===== src/rtl/spi_flash_pkg.sv =====
// Shared constants and state encoding for the SPI flash reader.
package spi_flash_pkg;

   localparam logic [7:0]  READ_CMD      = 8'h03;
   localparam int unsigned ADDR_W        = 24;
   localparam int unsigned CMD_ADDR_BITS = 32;
   localparam int unsigned DATA_BITS     = 32;
   localparam int unsigned TOTAL_BITS    = 64;
   localparam int unsigned CNT_W         = 6;

   typedef enum logic [1:0] {
      IDLE = 2'd0,
      LOW  = 2'd1,
      HIGH = 2'd2,
      DONE = 2'd3
   } state_e;

endpackage


===== src/rtl/spi_bit_engine.sv =====
// Mode-0 SPI shifter: drives SCK/CS/MOSI, shifts out command+address, shifts in one data word.
module spi_bit_engine
   import spi_flash_pkg::*;
(
   input  logic                     clk,
   input  logic                     reset,
   input  logic                     start_c,
   input  logic [ADDR_W-1:0]        addr,
   input  logic                     spi_in,
   output logic                     spi_clk,
   output logic                     spi_out,
   output logic                     spi_cs_n,
   output logic                     done_c,
   output logic [DATA_BITS-1:0]     rx_word
);

   state_e                     state_q, state_d;
   logic [CMD_ADDR_BITS-1:0]   tx_q, tx_d;
   logic [DATA_BITS-1:0]       rx_q, rx_d;
   logic [CNT_W-1:0]           cnt_q, cnt_d;
   logic                       sck_q, sck_d;
   logic                       mosi_q, mosi_d;
   logic                       cs_n_q, cs_n_d;

   // MOSI is registered one bit ahead so it is stable for the whole LOW cycle before each SCK rise.
   always_comb begin
      state_d = state_q;
      tx_d    = tx_q;
      rx_d    = rx_q;
      cnt_d   = cnt_q;
      sck_d   = sck_q;
      mosi_d  = mosi_q;
      cs_n_d  = cs_n_q;
      case (state_q)
         IDLE: begin
            if (start_c) begin
               tx_d    = {addr, READ_CMD};
               rx_d    = '0;
               cnt_d   = '0;
               cs_n_d  = 1'b0;
               mosi_d  = READ_CMD[0];
               state_d = LOW;
            end
         end
         LOW: begin
            sck_d   = 1'b1;
            state_d = HIGH;
         end
         HIGH: begin
            sck_d = 1'b0;
            tx_d  = tx_q >> 1;
            if (cnt_q >= CNT_W'(CMD_ADDR_BITS)) begin
               rx_d = {rx_q[DATA_BITS-2:0], spi_in};
            end
            cnt_d   = cnt_q + CNT_W'(1);
            mosi_d  = (cnt_q < CNT_W'(CMD_ADDR_BITS - 1)) ? tx_q[1] : 1'b0;
            state_d = (cnt_q == CNT_W'(TOTAL_BITS - 1)) ? DONE : LOW;
         end
         DONE: begin
            cs_n_d  = 1'b1;
            mosi_d  = 1'b0;
            state_d = IDLE;
         end
         default: state_d = IDLE;
      endcase
   end

   always_ff @(posedge clk) begin
      if (reset) begin
         state_q <= IDLE;
         tx_q    <= '0;
         rx_q    <= '0;
         cnt_q   <= '0;
         sck_q   <= 1'b0;
         mosi_q  <= 1'b0;
         cs_n_q  <= 1'b1;
      end else begin
         state_q <= state_d;
         tx_q    <= tx_d;
         rx_q    <= rx_d;
         cnt_q   <= cnt_d;
         sck_q   <= sck_d;
         mosi_q  <= mosi_d;
         cs_n_q  <= cs_n_d;
      end
   end

   assign spi_clk  = sck_q;
   assign spi_out  = mosi_q;
   assign spi_cs_n = cs_n_q;
   assign done_c   = (state_q == DONE);
   assign rx_word  = rx_q;

endmodule


===== src/rtl/spi_flash_reader.sv =====
// Read-only SPI NOR flash controller: valid/ready request in, one 32-bit word out per READ.
module spi_flash_reader
   import spi_flash_pkg::*;
(
   input  logic                  clk,
   input  logic                  reset,
   output logic                  spiOut,
   input  logic                  spiIn,
   output logic                  spiClk,
   output logic                  spiCs,
   input  logic [ADDR_W-1:0]     address,
   output logic [DATA_BITS-1:0]  data,
   output logic                  ready,
   input  logic                  valid
);

   logic                  ready_q, ready_d;
   logic [DATA_BITS-1:0]  data_q, data_d;
   logic                  start_c;
   logic                  done_c;
   logic [DATA_BITS-1:0]  rx_word;

   assign start_c = valid & ready_q;

   spi_bit_engine u_engine (
      .clk      (clk),
      .reset    (reset),
      .start_c  (start_c),
      .addr     (address),
      .spi_in   (spiIn),
      .spi_clk  (spiClk),
      .spi_out  (spiOut),
      .spi_cs_n (spiCs),
      .done_c   (done_c),
      .rx_word  (rx_word)
   );

   // Handshake and result register; data only changes when a transfer completes.
   always_comb begin
      ready_d = ready_q;
      data_d  = data_q;
      if (start_c) begin
         ready_d = 1'b0;
      end
      if (done_c) begin
         ready_d = 1'b1;
         data_d  = rx_word;
      end
   end

   always_ff @(posedge clk) begin
      if (reset) begin
         ready_q <= 1'b1;
         data_q  <= '0;
      end else begin
         ready_q <= ready_d;
         data_q  <= data_d;
      end
   end

   assign ready = ready_q;
   assign data  = data_q;

endmodule


===== config.mk =====
export PLATFORM = sky130hd
export DESIGN_NAME = spi_flash_reader
export DESIGN_NICKNAME = d
export VERILOG_FILES = /design/src/rtl/spi_flash_pkg.sv /design/src/rtl/spi_bit_engine.sv /design/src/rtl/spi_flash_reader.sv
export SDC_FILE = /design/constraint.sdc
export NUM_CORES = 1
export LEC_CHECK = 0
export CAP_MARGIN = 20
export CORE_ASPECT_RATIO = 0.75
export CORE_MARGIN = 2
export CORE_UTILIZATION = 59
export CTS_BUF_LIST = sky130_fd_sc_hd__clkbuf_8
export DETAILED_ROUTE_END_ITERATION = 12
export PLACE_DENSITY = 0.86
export SLEW_MARGIN = 20
export SYNTH_ARGS = -nofsm -noshare
export SYNTH_HDL_FRONTEND = slang
export SYNTH_SLANG_ARGS = --single-unit

===== constraint.sdc =====
create_clock -name clk -period 2.8 [get_ports clk]
set_input_delay 0.42 -clock clk [delete_from_list [all_inputs] [get_ports clk]]
set_output_delay 0.42 -clock clk [all_outputs]
set_load 0.005 [all_outputs]

==> flow_metrics.tcl, run 1 <==
set metrics [dict create \
    status "completed" \
    cts.clk_slew.worst_paths_ns 0.11 \
    critPathBufInv 1 \
    yosysTopAreaCell "dfxtp_1" \
    p_seq_frac 0.469 \
    initial_core_util 0.611 \
    power.switching_mw 1.31 \
    max_stage_delay_ns 0.72 \
    crit_family "simple AND/OR/NAND/NOR gates" \
    num_rows 26 \
    clock-sinks 107 \
    startpoint_type "flip-flop" \
    grt_pass1_wl_mm 14.5 \
    grt_max_degree 48 \
    yosysSeqAreaShare 0.513 \
    yosysUniqueCellTypes 36 \
    fill_cells 504 \
    drv_cap 0 \
    synth_edf_count 0 \
    criticalPathCategory "flip-flop to flip-flop" \
    core_um2 6830 \
    async_reset_ff_frac 0 \
    yosysTopAreaCellShare 0.513 \
    period_minus_slack_ns 2.32 \
    synth_area_um2 4180 \
    antenna_found_initial 0 \
    cts_buffer_depth 2 \
    cts_max_level 3 \
    hold_path.class "flip-flop to flip-flop" \
    cts_setup_buffers 0 \
    insertion_delay_ns 0.36 \
    rsz0062_at_grt "no" \
    ios 64 \
    leakage_nw 1.74 \
    drc_errors 0 \
    irDropWorstVdd_mv 0.589 \
    io_buffers 63 \
    pwr-share-comb 0.273 \
    finalSetupTns_ns 0 \
    slowest_stage "nor2_1" \
    globalplace.congestion 0.799 \
    r2r_cells 5 \
    critPathRequiredTime_ns 3.08 \
    yosysWarnings 0 \
    drive_above_1_share 0.0757 \
    worstSetupEndpointType "flip-flop" \
    syn_nets 432 \
    cts_tree "yes" \
    hold-path-cell-count 2 \
    finClkSkew_ns 0.0119 \
    root_buffer "clkbuf_8" \
    path_max_fanout 23 \
    drtIter0Drc 160 \
    finalHoldViolCount 0 \
    grt_usage 0.227 \
    fin_nets 479 \
    viasPerCell 5.91 \
    cts_inserted_buffers 9 \
    slew_viol_final 0 \
    worst-path-stages 5 \
    grt_pass1_vias 2976 \
    overflow 0 \
    avgSynthCellArea_um2 10.5 \
    cts_hold_buf 0 \
    synth.area.top_cells "dfxtp_1, mux2i_1, a22o_1" \
    area_delta_synth_final_pct 20.0 \
    yosys_most_used_dff "dfxtp_1" \
    die_area_um2 7770 \
    switching_share 0.339 \
    min_period_over_period 0.829 \
    regArea_um2 2140 \
    worst_pin_slew_ns 0.995 \
    multi_input_area_um2 1830 \
    setup_viol 0 \
    arrival_ns 2.60 \
    routed_wl_mm 8.44 \
    routedWlPerCell_um 15.8 \
    slew_headroom 0.336 \
    post_cts_resized 0 \
    power_mw 3.85 \
    powerDensity_nw_per_um2 769 \
    path_cells "inv_1 > ha_1 > nor2_1 > nor2_2 > a211oi_1" \
    p_int_mw 2.55 \
    die_h_um 76.9 \
    ys_ff_latch 107 \
    clockPowerShare 0.257 \
    synthCells 397 \
    die_w_um 101 \
    vias 3151 \
    hpwlAfterDp_mm 5.39 \
    first_pass_iters 4 \
    max_clock_freq_ghz 0.431 \
    antenna_cells 0 \
    ant_nets 0 \
]
## synth_stat cells, types with 2 or more instances
| cell type | n |
|---|---|
| buf_6 | 4 |
| a22o_1 | 32 |
| nand3b_1 | 2 |
| inv_1 | 7 |
| a211oi_2 | 4 |
| a21oi_1 | 37 |
| a211oi_1 | 22 |
| o21ai_0 | 9 |
| nor3_1 | 3 |
| nor2_1 | 37 |
| buf_4 | 3 |
| ha_1 | 7 |
| nand3_1 | 13 |
| clkbuf_1 | 9 |
| o31ai_1 | 2 |
| nand2b_1 | 2 |
| or3b_1 | 3 |
| buf_2 | 17 |
| dfxtp_1 | 107 |
| nand4b_1 | 2 |
| o21ai_1 | 2 |
| or4_1 | 2 |
| mux2i_1 | 57 |
| nand2_1 | 2 |
## path summary, 6_finish.rpt
kind / start / end / slack, ns
min reg2reg: u_engine.tx_q[5] / u_engine.tx_q[4] / 0.47
min: u_engine.tx_q[5] / u_engine.tx_q[4] / 0.47
max: u_engine.state_q[1] / u_engine.tx_q[18] / 0.48
max reg2reg: u_engine.state_q[1] / u_engine.tx_q[18] / 0.48
## sequential cells by signal (all words and copies together), names as in the netlist
signal,cells
data,32
u_engine.spi_out,1
u_engine.tx_q,31
u_engine.rx_word,32
u_engine.spi_clk,1
u_engine.state_q,2
u_engine.cnt_q,6
ready,1
u_engine.spi_cs_n,1
## routing by layer
layer,track usage,routed length [um],part of all wire,vias up
li1,-,-,-,1538
met1,0.323,4110,0.49,1538
met2,0.359,3970,0.47,68
met3,0.0410,289,0.034,7
met4,0.0568,68,0.0081,0
met5,0,0,0,-
## stage by stage
step | instances | util | instance area, um2 | setup slack, ns | hold WS [ns]
final | 533 | 0.734 | 5010 | 0.480 | 0.473
after detailed placement | 517 | 0.701 | 4790 | 0.547 | 0.459
after CTS | 533 | 0.734 | 5010 | 0.506 | 0.473
after global placement | 517 | 0.701 | 4790 | 0.631 | 0.449
after floorplan | 397 | - | 4180 | 1.16 | 0.439
after global routing | 533 | 0.734 | 5010 | 0.280 | 0.481
## kinds of logic after synthesis
logic type | share of synthesized area
AND/OR/NAND/NOR | 0.0830
adder cells (fa/ha/maj) | 0.0210
multiplexers | 0.137
flip-flops | 0.513
AO/OA/AOI/OAI | 0.195
buffers and inverters | 0.0518
## power groups by stage
stage | Clock (mW) | Combinational (mW) | Sequential, mW
final | 0.992 | 1.05 | 1.81
after floorplan | 0 | 0.861 | 1.81
after detailed placement | 0 | 1.05 | 1.83
after global routing | 1.06 | 1.16 | 1.83
after global placement | 0 | 1.01 | 1.83
after CTS | 1.01 | 1.05 | 1.81
## worst reg2reg max path, delay by kind of cell (launching register included)
| kind | cells | cell delay, ns |
|---|---|---|
| buf+inv | 1 | 0.12 |
| flops | 1 | 0.40 |
| simple gates | 2 | 1.14 |
| compound gates | 1 | 0.33 |
| fa+ha+maj | 1 | 0.25 |
## layout make-up
cell class,instances,share of cell area
flip-flops and latches,107,0.427
well taps,84,0.0210
clock buffers,9,0.0247
repair buffers,70,0.138
multi-input cells,249,0.365
clock inverters,7,0.0195
inverters,7,0.00524
## placed cells by master, fill, tap and decap left out, types with 7 or more instances in the layout
| cell type | count |
|---|---|
| dfxtp_1 | 107 |
| o21ai_0 | 9 |
| nand3_1 | 13 |
| inv_1 | 7 |
| clkdlybuf4s50_1 | 62 |
| nor2_1 | 37 |
| a22o_1 | 32 |
| clkbuf_8 | 9 |
| a211oi_1 | 22 |
| a21oi_1 | 37 |
| mux2i_1 | 57 |
No activity file was read; power rests on OpenSTA's default activity.
==> inputs of run 2 (changes only) <==
- CORE_UTILIZATION: 59 -> 55
- PLACE_DENSITY: 0.86 -> 0.81
- clock period: 2.8 -> 2.43 ns (I/O delays scaled with it)
==> flow_metrics.tcl, run 2 (same netlist as run 1, synthesis figures left out) <==
set metrics [dict create \
    die_h_um 79.5 \
    cts_setup_buffers 0 \
    placed_area_um2 4850 \
    leakage_nw 1.75 \
    fin_nets 482 \
    setup_viol 0 \
    cts_hold_buf 0 \
    initial_core_util 0.567 \
    min_period_over_period 0.900 \
    grt_max_degree 43 \
    final_common_cell "dfxtp_1" \
    area_delta_synth_final_pct 21.0 \
    powerDensity_nw_per_um2 874 \
    worstReg2RegStart "u_engine.state_q[0]" \
    irDropWorstVdd_mv 0.632 \
    period_minus_slack_ns 2.19 \
    r2r_cells 5 \
    worst_pin_slew_ns 1.05 \
    slew_headroom 0.301 \
    rr_endpoint "u_engine.tx_q[9]" \
    status "completed" \
    finalSetupTns_ns 0 \
    grt_pass1_vias 3031 \
    drv_cap 0 \
    utilization 0.686 \
    root_buffer "clkbuf_8" \
    vias 3125 \
    regToRegSetupSlack_ns 0.24 \
    post_cts_resized 0 \
    fin_cells 553 \
    ios 64 \
    slew_viol_final 0 \
    max_clock_freq_ghz 0.457 \
    startpoint_type "flip-flop" \
    cts.clk_slew.worst_paths_ns 0.11 \
    grt_usage 0.218 \
    routedWlPerCell_um 15.5 \
    fin_area_um2 5050 \
    cts_buffer_depth 2 \
    hold-path-cell-count 2 \
    cp-startpoint "u_engine.state_q[0]" \
    arrival_ns 2.40 \
    numPlacedInstances 537 \
    finalHoldViolCount 0 \
    layout_common_cells "dfxtp_1, clkdlybuf4s50_1, mux2i_1" \
    antenna_found_initial 0 \
    num_rows 27 \
    critPathRequiredTime_ns 2.65 \
    cts_tree "yes" \
    hold_path.class "flip-flop to flip-flop" \
    finClkSkew_ns 0.0108 \
    clock-sinks 107 \
    io_buffers 63 \
    drtIter0Drc 110 \
    drc_errors 0 \
    cts_inserted_buffers 9 \
    insertion_delay_ns 0.38 \
    worstHoldStart "u_engine.tx_q[2]" \
    grt_pass1_wl_mm 14.6 \
    antenna_cells 0 \
    rsz0062_at_grt "no" \
    ant_nets 0 \
    endpoint "u_engine.tx_q[9]" \
    overflow 0 \
    globalplace.congestion 0.801 \
    cts_max_level 3 \
    routed_wl_mm 8.55 \
    viasPerCell 5.65 \
    path_max_fanout 23 \
    die_area_um2 8310 \
    hpwlAfterDp_mm 5.54 \
    die_w_um 105 \
    core_um2 7360 \
    criticalPathCategory "flip-flop to flip-flop" \
    worstSetupEndpointType "flip-flop" \
    power_mw 4.42 \
    drive_above_1_share 0.0819 \
    first_pass_iters 4 \
]
## run 2: cell types whose count changed in the layout (fill, tap and decap cells not counted), sizes merged
cell	change
inv	+2
clkinv	-1
buf	+3
bufinv	-1
## run 2: critical path: stages (launching register included)
cell and delay, ns:
dfxtp_1 0.39, inv_1 0.13, ha_1 0.29, a21boi_1 0.19, nor2_2 0.84, a211oi_1 0.19
## run 2: power breakdown
| group | internal [mW] | switching [mW] | leakage (nW) |
|---|---|---|---|
| Clock | 0.414 | 0.678 | 0.104 |
| Combinational | 0.491 | 0.754 | 0.778 |
| Sequential | 1.96 | 0.121 | 0.869 |
## run 2: per-layer routing
metal | track usage | vias to the layer above | routed length [um]
li1 | - | 1546 | -
met1 | 0.288 | 1517 | 4190
met5 | 0 | - | 0
met4 | 0.0587 | 0 | 76
met2 | 0.358 | 54 | 3970
met3 | 0.0555 | 8 | 306
## run 2: worst min-delay path by stage
stage	to	slack [ns]
CTS	u_engine.tx_q[1]	0.48
detailed placement	u_engine.tx_q[1]	0.46
finish	u_engine.tx_q[1]	0.47
floorplan	u_engine.tx_q[1]	0.44
global placement	u_engine.tx_q[1]	0.45
global route	u_engine.rx_word[5]	0.49
## run 2: final cells by class
class / count / area (um2)
multi-input combinational: 249 / 1830
clock inverter: 7 / 81.3
clock buffer: 9 / 124
sequential: 107 / 2140
tap: 101 / 126
timing repair buffer: 73 / 726
fill: 573 / 2310
inverter: 7 / 26.3
## run 2: stage by stage
| step | setup WS [ns] | hold slack [ns] |
|---|---|---|
| after floorplan | 0.793 | 0.439 |
| after detailed placement | 0.194 | 0.459 |
| final | 0.242 | 0.473 |
| after global placement | 0.269 | 0.451 |
| after global routing | 0.0689 | 0.491 |
| after CTS | 0.261 | 0.476 |
==> inputs of run 3 (changes only) <==
- CORE_UTILIZATION: 55 -> 59
- CTS_CLUSTER_SIZE: not set -> 10
- PLACE_DENSITY: 0.81 -> 0.86
- clock period: 2.43 -> 2.55 ns (I/O delays scaled with it)
==> flow_metrics.tcl, run 3 (same netlist as run 1, synthesis figures left out) <==
set metrics [dict create \
    status "completed" \
    finalSetupTns_ns 0 \
    drtIter0Drc 133 \
    drc_errors 0 \
    worstReg2RegStart "u_engine.state_q[0]" \
    initial_core_util 0.611 \
    ant_nets 0 \
    max_clock_freq_ghz 0.459 \
    die_w_um 101 \
    critPathRequiredTime_ns 2.86 \
    period_minus_slack_ns 2.18 \
    grt_pass1_vias 3003 \
    hpwlAfterDp_mm 5.49 \
    busiest_layer "met2" \
    cts_inserted_buffers 9 \
    fin_nets 481 \
    grt_use_met1 0.314 \
    criticalPathCategory "flip-flop to flip-flop" \
    cts.clk_slew.worst_paths_ns 0.10 \
    min_period_over_period 0.855 \
    final_common_cell "dfxtp_1" \
    num_rows 26 \
    antenna_cells 0 \
    worstSetupEndpointType "flip-flop" \
    pre_cts_slack_ns 0.280 \
    setup_viol 0 \
    grt_usage 0.225 \
    layout_common_cells "dfxtp_1, clkdlybuf4s50_1, mux2i_1" \
    core_um2 6830 \
    clock-sinks 107 \
    grt_pass1_wl_mm 14.3 \
    slew_headroom 0.323 \
    rsz0062_at_grt "no" \
    vias 3155 \
    cts_hold_buf 0 \
    cts_setup_buffers 0 \
    grt_max_degree 38 \
    globalplace.congestion 0.782 \
    utilization 0.734 \
    leakage_nw 1.74 \
    insertion_delay_ns 0.37 \
    r2r_cells 7 \
    viasPerCell 5.90 \
    whs_endpoint "u_engine.tx_q[1]" \
    worst_pin_slew_ns 1.01 \
    post_cts_resized 0 \
    drv_cap 0 \
    cts_tree "yes" \
    use_met3 0.0465 \
    irDropWorstVdd_mv 0.672 \
    drive_above_1_share 0.0798 \
    worstHoldStart "reset" \
    powerDensity_nw_per_um2 834 \
    hold_path.class "input pin to flip-flop" \
    root_buffer "clkbuf_8" \
    grt_use_met2 0.352 \
    area_delta_synth_final_pct 20.0 \
    cts_buffer_depth 2 \
    die_area_um2 7770 \
    antenna_found_initial 0 \
    routedWlPerCell_um 15.7 \
    regToRegSetupSlack_ns 0.37 \
    first_pass_iters 4 \
    startpoint_type "flip-flop" \
    finClkSkew_ns 0.0118 \
    path_max_fanout 34 \
    slew_viol_final 0 \
    rr_endpoint "u_engine.rx_word[26]" \
    die_h_um 76.9 \
    routed_wl_mm 8.41 \
    cts_max_level 3 \
    finalHoldViolCount 0 \
    overflow 0 \
    arrival_ns 2.49 \
    hold-path-cell-count 2 \
    io_buffers 63 \
    ios 64 \
    setup_ws_ns 0.370 \
]
## run 3: cell types whose count changed in the layout (fill, tap and decap cells not counted), sizes merged
cell / previous run / this run
buf: 11 / 10
## run 3: per-layer routing
metal	up-vias	wire length [um]
met5	-	0
met4	0	119
met3	8	257
met2	60	4010
li1	1546	-
met1	1541	4020
## run 3: per-stage QoR
| step | instance area [um2] | std cells | hold WS, ns | power, mW |
|---|---|---|---|---|
| after detailed placement | 4810 | 519 | 0.463 | 3.18 |
| after floorplan | 4180 | 397 | 0.439 | 2.93 |
| final | 5010 | 535 | 0.409 | 4.18 |
| after global routing | 5010 | 535 | 0.423 | 4.39 |
| after CTS | 5010 | 535 | 0.395 | 4.21 |
| after global placement | 4810 | 519 | 0.450 | 3.13 |
## run 3: critical path: stages, from the launching register on
cell and delay, ns:
dfxtp_1 0.34, inv_1 0.16, ha_2 0.30, buf_4 0.46, nand2_1 0.16, nor3_2 0.13, buf_4 0.34, a22o_1 0.20
## run 3: where the power goes
group / internal (mW) / switching (mW)
Sequential: 1.87 / 0.112
Clock: 0.394 / 0.636
Combinational: 0.461 / 0.709
## run 3: layout make-up
| type | instances | area (um2) |
|---|---|---|
| Clock buffer | 9 | 124 |
| Clock inverter | 7 | 81.3 |
| Fill cell | 499 | 1820 |
| Inverter | 7 | 26.3 |
| Multi-Input combinational cell | 249 | 1830 |
| Sequential cell | 107 | 2140 |
| Tap cell | 84 | 105 |
| Timing Repair Buffer | 72 | 706 |
## run 3: worst max-delay path by stage
stage,slack (ns),end,depth (start not counted),start
CTS,0.37,u_engine.rx_word[26],7,u_engine.state_q[0]
global route,0.17,u_engine.rx_word[26],7,u_engine.state_q[0]
floorplan,0.91,u_engine.cnt_q[3],6,u_engine.state_q[0]
detailed placement,0.28,u_engine.tx_q[13],4,valid
global placement,0.40,u_engine.tx_q[29],4,valid
finish,0.37,u_engine.rx_word[26],7,u_engine.state_q[0]
